<file path="src/rtl/mem_access_stage.sv">
// Memory-access stage of the RV32I pipeline: drives the data-memory req/ack
// handshake, steers store lanes, extends load data and owns the MEM/WB register.
module mem_access_stage #(
    parameter int TIMEOUT_CYCLES = 16,
    parameter int CNT_W          = 5
) (
    input  logic        clk,
    input  logic        rst,
    input  logic        ex_valid,
    input  logic [31:0] ex_alu_result,
    input  logic [31:0] ex_store_data,
    input  logic [4:0]  ex_rd,
    input  logic [2:0]  ex_funct3,
    input  logic        ex_mem_read,
    input  logic        ex_mem_write,
    input  logic        ex_reg_write,
    output logic        mem_stall,
    output logic        dmem_req,
    output logic        dmem_we,
    output logic [31:0] dmem_addr,
    output logic [31:0] dmem_wdata,
    output logic [3:0]  dmem_be,
    input  logic        dmem_ack,
    input  logic [31:0] dmem_rdata,
    output logic        wb_valid,
    output logic [31:0] wb_result,
    output logic [4:0]  wb_rd,
    output logic        wb_reg_write,
    output logic        misalign_err,
    output logic        bus_err
);

    typedef enum logic [0:0] {
        IDLE = 1'b0,
        BUSY = 1'b1
    } state_t;

    state_t           state_q, state_d;
    logic [CNT_W-1:0] cnt_q, cnt_d;
    logic [31:0]      addr_q, addr_d;
    logic [31:0]      wdata_q, wdata_d;
    logic [3:0]       be_q, be_d;
    logic             we_q, we_d;
    logic             load_q, load_d;
    logic [2:0]       funct3_q, funct3_d;
    logic [4:0]       rd_q, rd_d;
    logic             regw_q, regw_d;
    logic             wb_valid_q, wb_valid_d;
    logic [31:0]      wb_result_q, wb_result_d;
    logic [4:0]       wb_rd_q, wb_rd_d;
    logic             wb_reg_write_q, wb_reg_write_d;
    logic             misalign_q, misalign_d;
    logic             bus_err_q, bus_err_d;

    logic             memop_s;
    logic             misalign_s;
    logic             timeout_s;
    logic [31:0]      shifted_s;
    logic [31:0]      load_val_s;

    function automatic logic misaligned_f(input logic [2:0] f3, input logic [1:0] a);
        case (f3[1:0])
            2'b00:   misaligned_f = 1'b0;
            2'b01:   misaligned_f = a[0];
            2'b10:   misaligned_f = (a != 2'b00);
            default: misaligned_f = 1'b0;
        endcase
    endfunction

    assign memop_s    = ex_valid & (ex_mem_read | ex_mem_write);
    assign misalign_s = misaligned_f(ex_funct3, ex_alu_result[1:0]);
    assign timeout_s  = (cnt_q == CNT_W'(TIMEOUT_CYCLES - 1));
    assign shifted_s  = dmem_rdata >> {addr_q[1:0], 3'b000};

    // Load extraction from the acknowledged read word
    always_comb begin
        load_val_s = 32'h0000_0000;
        case (funct3_q)
            3'b000:  load_val_s = {{24{shifted_s[7]}}, shifted_s[7:0]};
            3'b100:  load_val_s = {24'h00_0000, shifted_s[7:0]};
            3'b001:  load_val_s = {{16{shifted_s[15]}}, shifted_s[15:0]};
            3'b101:  load_val_s = {16'h0000, shifted_s[15:0]};
            3'b010:  load_val_s = dmem_rdata;
            default: load_val_s = 32'h0000_0000;
        endcase
    end

    // Next-state, capture and MEM/WB update logic
    always_comb begin
        state_d        = state_q;
        cnt_d          = cnt_q;
        addr_d         = addr_q;
        wdata_d        = wdata_q;
        be_d           = be_q;
        we_d           = we_q;
        load_d         = load_q;
        funct3_d       = funct3_q;
        rd_d           = rd_q;
        regw_d         = regw_q;
        wb_valid_d     = wb_valid_q;
        wb_result_d    = wb_result_q;
        wb_rd_d        = wb_rd_q;
        wb_reg_write_d = wb_reg_write_q;
        misalign_d     = 1'b0;
        bus_err_d      = 1'b0;
        mem_stall      = 1'b0;
        case (state_q)
            IDLE: begin
                if (!memop_s) begin
                    wb_valid_d     = ex_valid;
                    wb_result_d    = ex_alu_result;
                    wb_rd_d        = ex_rd;
                    wb_reg_write_d = ex_reg_write & ex_valid;
                end else if (misalign_s) begin
                    wb_valid_d     = 1'b1;
                    wb_result_d    = ex_alu_result;
                    wb_rd_d        = ex_rd;
                    wb_reg_write_d = 1'b0;
                    misalign_d     = 1'b1;
                end else begin
                    mem_stall      = 1'b1;
                    state_d        = BUSY;
                    cnt_d          = '0;
                    addr_d         = ex_alu_result;
                    load_d         = ex_mem_read;
                    we_d           = ~ex_mem_read;
                    funct3_d       = ex_funct3;
                    rd_d           = ex_rd;
                    regw_d         = ex_reg_write;
                    wb_valid_d     = 1'b0;
                    wb_reg_write_d = 1'b0;
                    // Byte lanes follow the low address bits; data is replicated across lanes
                    case (ex_funct3)
                        3'b000: begin
                            be_d    = 4'b0001 << ex_alu_result[1:0];
                            wdata_d = {4{ex_store_data[7:0]}};
                        end
                        3'b001: begin
                            be_d    = 4'b0011 << ex_alu_result[1:0];
                            wdata_d = {2{ex_store_data[15:0]}};
                        end
                        3'b010: begin
                            be_d    = 4'b1111;
                            wdata_d = ex_store_data;
                        end
                        default: begin
                            be_d    = 4'b0000;
                            wdata_d = 32'h0000_0000;
                        end
                    endcase
                end
            end
            BUSY: begin
                if (dmem_ack) begin
                    state_d        = IDLE;
                    wb_valid_d     = 1'b1;
                    wb_rd_d        = rd_q;
                    wb_reg_write_d = regw_q & load_q;
                    wb_result_d    = load_q ? load_val_s : addr_q;
                end else if (timeout_s) begin
                    state_d        = IDLE;
                    wb_valid_d     = 1'b1;
                    wb_rd_d        = rd_q;
                    wb_reg_write_d = 1'b0;
                    wb_result_d    = addr_q;
                    bus_err_d      = 1'b1;
                end else begin
                    mem_stall      = 1'b1;
                    cnt_d          = cnt_q + CNT_W'(1);
                    wb_valid_d     = 1'b0;
                    wb_reg_write_d = 1'b0;
                end
            end
            default: begin
                state_d = IDLE;
            end
        endcase
    end

    // State and pipeline registers with synchronous reset
    always_ff @(posedge clk) begin
        if (rst) begin
            state_q        <= IDLE;
            cnt_q          <= '0;
            addr_q         <= 32'h0000_0000;
            wdata_q        <= 32'h0000_0000;
            be_q           <= 4'b0000;
            we_q           <= 1'b0;
            load_q         <= 1'b0;
            funct3_q       <= 3'b000;
            rd_q           <= 5'd0;
            regw_q         <= 1'b0;
            wb_valid_q     <= 1'b0;
            wb_result_q    <= 32'h0000_0000;
            wb_rd_q        <= 5'd0;
            wb_reg_write_q <= 1'b0;
            misalign_q     <= 1'b0;
            bus_err_q      <= 1'b0;
        end else begin
            state_q        <= state_d;
            cnt_q          <= cnt_d;
            addr_q         <= addr_d;
            wdata_q        <= wdata_d;
            be_q           <= be_d;
            we_q           <= we_d;
            load_q         <= load_d;
            funct3_q       <= funct3_d;
            rd_q           <= rd_d;
            regw_q         <= regw_d;
            wb_valid_q     <= wb_valid_d;
            wb_result_q    <= wb_result_d;
            wb_rd_q        <= wb_rd_d;
            wb_reg_write_q <= wb_reg_write_d;
            misalign_q     <= misalign_d;
            bus_err_q      <= bus_err_d;
        end
    end

    assign dmem_req     = (state_q == BUSY);
    assign dmem_we      = dmem_req & we_q;
    assign dmem_addr    = dmem_req ? {addr_q[31:2], 2'b00} : 32'h0000_0000;
    assign dmem_wdata   = dmem_req ? wdata_q : 32'h0000_0000;
    assign dmem_be      = dmem_req ? be_q : 4'b0000;
    assign wb_valid     = wb_valid_q;
    assign wb_result    = wb_result_q;
    assign wb_rd        = wb_rd_q;
    assign wb_reg_write = wb_reg_write_q;
    assign misalign_err = misalign_q;
    assign bus_err      = bus_err_q;

endmodule

</file>
<file path="config.mk">
export PLATFORM = sky130hd
export DESIGN_NAME = mem_access_stage
export DESIGN_NICKNAME = d
export VERILOG_FILES = /design/src/rtl/mem_access_stage.sv
export SDC_FILE = /design/constraint.sdc
export NUM_CORES = 1
export LEC_CHECK = 0
export CAP_MARGIN = 0
export CORE_MARGIN = 2
export CORE_UTILIZATION = 41
export DETAILED_ROUTE_END_ITERATION = 7
export GPL_ROUTABILITY_DRIVEN = 0
export GPL_TIMING_DRIVEN = 0
export PLACE_DENSITY_LB_ADDON = 0.08
export SETUP_SLACK_MARGIN = 0.4
export SYNTH_ARGS = -nofsm -noshare
export SYNTH_HDL_FRONTEND = slang
export SYNTH_SLANG_ARGS = --single-unit
</file>
<file path="constraint.sdc">
create_clock -name clk -period 2.19 [get_ports clk]
set_input_delay 0.3285 -clock clk [delete_from_list [all_inputs] [get_ports clk]]
set_output_delay 0.3285 -clock clk [all_outputs]
set_load 0.05 [all_outputs]
</file>
-- After elaboration in Yosys (flattened, before gate mapping)
Index checks and enable logic that the tools add are counted.
- add/sub/neg operators: 1
- equal/unequal tests: 15
- shifts and indexed selects: 3
- multiplexer cells: 36
- bitwise gates (word level): 9
- reduce and logical (&&, ||, !) cells: 8
- operators by type and width (cell ; count):
    $mux W32 ; 7
    $pmux W32 S5 ; 1
    $pmux W32 S3 ; 1
    $pmux W32 S2 ; 1
    $mux W5 ; 8
    $shr A32 B5 Y16 ; 1
    $pmux W5 S2 ; 2
    $pmux W4 S3 ; 1
    $mux W1 ; 10
    $ne A2 B2 Y1 const B ; 4
    $pmux W1 S2 ; 4
    $eq A3 B1 Y1 const B ; 2
    $eq A3 B2 Y1 const B ; 2
    $eq A3 B3 Y1 const B ; 2
    $logic_not A3 Y1 ; 2
    $reduce_or A3 Y1 ; 2
    $add A5 B1 Y5 const B ; 1
    $eq A5 B4 Y1 const B ; 1
    $and A1 B1 Y1 ; 4
    $mux W4 ; 1
    $not A1 Y1 ; 4
    $reduce_and A4 Y1 ; 1
    $shl A1 B2 Y4 const A ; 1
    $shl A2 B2 Y4 const A ; 1
    other kinds (8) ; 8
- register bits: 126
- bits of input ports: 111
- output and inout bits: 112
- logic and storage cells: 88

-- Longest topological paths before layout
- depth after elaboration: 5
- depth in mapped cells: 10
- mapped depth without buffers: 9

-- Least setup slack after synthesis
No wires, ideal clock.
- path kind: reg-to-output
- from: reg state_q (netlist: dmem_req)
- to: out dmem_addr[15]
- arrival: 2.103 ns
- path slack: -0.242 ns
- stages on the path, launching flop included: 6
- cell sequence: dfxtp_1 -> buf_2 -> clkbuf_1 -> clkbuf_1 -> clkbuf_1 -> and2_1
- longest elaborated chain between the ends: 1
- RTL lines (element ; line ; text):
    start, declared ; 38 ; state_t state_q, state_d;
    start signal, assigned ; 200 ; state_q <= state_d;
    $mux W32 ; 221 ; assign dmem_addr = dmem_req ? {addr_q[31:2], 2'b00} : 32'h0000_0000;
    end, declared ; 20 ; output logic [31:0] dmem_addr,
No other way between the ends.

-- Worst setup path in the final report
- from: reg state_q (netlist: dmem_req)
- to: reg wb_result_q[30] (netlist: wb_result[30])
- longest elaborated chain between the ends: 3
- RTL lines (element ; line ; text):
    $not A1 Y1 (no source line) ; n/a ;
    $ne A3 B3 Y1 (no source line) ; n/a ;
    $reduce_and A2 Y1 (no source line) ; n/a ;
    end signal, assigned ; 211 ; wb_result_q <= wb_result_d;
    end, declared ; 49 ; logic [31:0] wb_result_q, wb_result_d;
Parallel ways exist; a longest one is shown, timed or not.
A chain may end at the register's enable or synchronous reset.

==> flow_summary.json <==
{
  "grt_max_degree": 17,
  "cts_root_buf": "clkbuf_16",
  "hold_ws_ps": 233,
  "wirelength_um": 34600,
  "slowest_delay_ps": 540,
  "crit_required_ps": 2530,
  "cts_buffers": 17,
  "grt_antenna_before_repair": 0,
  "drt_iter0_drc": 1300,
  "place_inst": 1167,
  "power_mw": 8.36,
  "ys_warn_count": 0,
  "period_minus_slack_ps": 2280,
  "dp_slack_ps": -1470,
  "max_slew_margin": 0.335,
  "cp_max_fo": 10,
  "layout_commonest_cell": "dfxtp_1",
  "grt_pass1_vias": 6625,
  "worst-r2r-cell-count": 6,
  "startpoint_type": "flop",
  "dp_hpwl_um": 17400,
  "row_count": 44,
  "gr-total-overflow": 0,
  "grt_use_total": 0.302,
  "coreArea_sq_um": 14600,
  "wl_per_cell_um": 27.3,
  "final_cell_mix": "123 x dfxtp_1, 103 x clkdlybuf4s50_1, 82 x buf_8, 62 x and2_4, 60 x nand2_1",
  "fin_cells": 1267,
  "worst_pin_slew_ps": 998,
  "report.final.hold_viol_count": 0,
  "finClkSkew_ps": 13.7,
  "io_pins": 223,
  "netlist_instances": 764,
  "cts-htree-levels": 4,
  "syn_avg_cell_area_sq_um": 8.06,
  "dr.pass1.iters": 6,
  "grt_pass1_wl_um": 37200,
  "postSynth.asyncResetShare": 0,
  "hold_buffers": 0,
  "avgViaCountPerCell": 6.62,
  "path_class": "flop to flop",
  "rsz0062_at_grt": "yes",
  "endpoint_kind": "flop",
  "drive_gt1_frac": 0.464,
  "worstHoldPathCells": 3,
  "max_freq_ghz": 0.439,
  "synth-main-ff-cell": "dfxtp_1",
  "finalSetupViolCount": 6,
  "ant_nets": 0,
  "slowest_stage": "a21oi_2",
  "yosysUniqueCellTypes": 51,
  "synth_edf_count": 0,
  "min_path_type": "input pin to flop",
  "cts.clk_slew.worst_paths_ps": 60,
  "die_y_um": 127,
  "vias": 8386,
  "worst_ep_arrival_time_ps": 2610,
  "num_antenna_cells": 0,
  "drv_slew": 0,
  "clk_path_buf_depth": 2,
  "fin_crit_sh": 1.04,
  "numPortBuffers": 218,
  "setup_ws_ps": -87.6,
  "finish.utilization": 0.851,
  "die_area_sq_um": 16000,
  "run_status": "finished with violations",
  "die_w_um": 127,
  "clk_latency_ps": 450,
  "p_leak_nw": 5.07,
  "ys_ff_latch": 126,
  "ir_worst_vdd_v": 0.000555,
  "clock_sinks": 126,
  "nNetsFinal": 1187,
  "tritoncts": "yes",
  "drc": 0,
  "violations": "setup timing",
  "syn_to_final_growth_pct": 101,
  "synth-seq-area-share": 0.409,
  "power.density_nw_per_um2": 674,
  "start_util": 0.422,
  "worstPathCellList": "buf_8 -> inv_2 -> a21oi_2 -> clkbuf_1 -> a222oi_1 -> a211oi_1",
  "cap_violations": 0,
  "syn_area_sq_um": 6160
}
-- worst paths after layout --
check,slack (ps),to,from
max reg2reg,-90,wb_result[30]$_SDFFE_PP0P_,dmem_req$_SDFF_PP0_
min reg2reg,460,addr_q[14]$_SDFFE_PP0P_,addr_q[14]$_SDFFE_PP0P_
min,230,funct3_q[1]$_SDFFE_PP0P_,ex_funct3[1]
max,-90,wb_result[30]$_SDFFE_PP0P_,dmem_req$_SDFF_PP0_
-- cells in the mapped netlist, types with 9 or more instances --
master | instances | share of area
a221oi_1 | 10 | 0.014
a211oi_1 | 39 | 0.048
o21ai_0 | 13 | 0.011
nor2_1 | 86 | 0.052
nand3b_1 | 9 | 0.011
a22oi_1 | 9 | 0.011
dfxtp_1 | 126 | 0.41
a22o_1 | 19 | 0.027
nor3_1 | 37 | 0.030
o221ai_1 | 14 | 0.020
clkbuf_1 | 48 | 0.029
nand2_1 | 102 | 0.062
and2_1 | 67 | 0.068
a21oi_1 | 63 | 0.051
a222oi_1 | 16 | 0.026
mux2i_1 | 19 | 0.031
buf_2 | 16 | 0.013
-- registers in the layout (all words and copies together) (netlist names), 3 cells and up --
name and flops:
cnt_q 5, wdata_q 32, rd_q 5, addr_q 32, be_q 4, funct3_q 3
wb_result 32, wb_rd 5
-- cell type report --
class                      instances  area (sq um)
inverter                           6          40.0
clock inverter                     7          85.1
timing repair buffer             287          3460
sequential                       126          2530
clock buffer                      24           492
fill                             709          2180
multi-input combinational        563          4800
tap                              184           230
buffer                            70           767
-- report_power, final --
part / internal [mW] / switching, mW / leakage (nW) / total, mW
Sequential: 2.48 / 0.157 / 1.04 / 2.63
Clock: 1.78 / 1.12 / 0.290 / 2.89
Combinational: 1.24 / 1.59 / 3.74 / 2.84
-- worst max-delay path, delay by kind of cell (launching register included) --
kind                   cells  cell delay [ps]
DFF                        1              350
AOI/OAI and AO/OA          3             1040
buffers and inverters      3              760
-- timing repair --
item / 4_1_cts / 5_1_grt
cloned: 9 / 14
buffers inserted: 12 / 34
endpoints found under the setup margin: 232 / 178
pin swaps: 58 / 106
gates resized for setup: 711 / 364
-- through the flow --
stage / cell area (sq um) / TNS, ps
final: 12400 / -422
after CTS: 10400 / -24.7
after floorplan: 6490 / 0
after detailed placement: 8900 / -116330
after global routing: 12400 / -1130
after global placement: 8900 / -116500
-- per-layer routing --
layer  vias up  track usage  part of all wire
met5         -            0                 0
met4         0        0.129             0.077
met3       244       0.0624              0.11
met2       772        0.478              0.45
met1      4003        0.400              0.36
li1       3367            -                 -
-- cells by family (layout without fill, tap and decap cells) --
kind of cell    Yosys count  in the layout  synth area share
simple gates            334            334             0.262
compound gates          198            198             0.228
flops                   126            126             0.409
buf+inv                  76            394            0.0516
mux                      21             21            0.0345
fa+ha+maj                 5              5            0.0102
xor+xnor                  3              3           0.00427
other cells               1              2          0.000609
(Power assumes the default switching activity.)
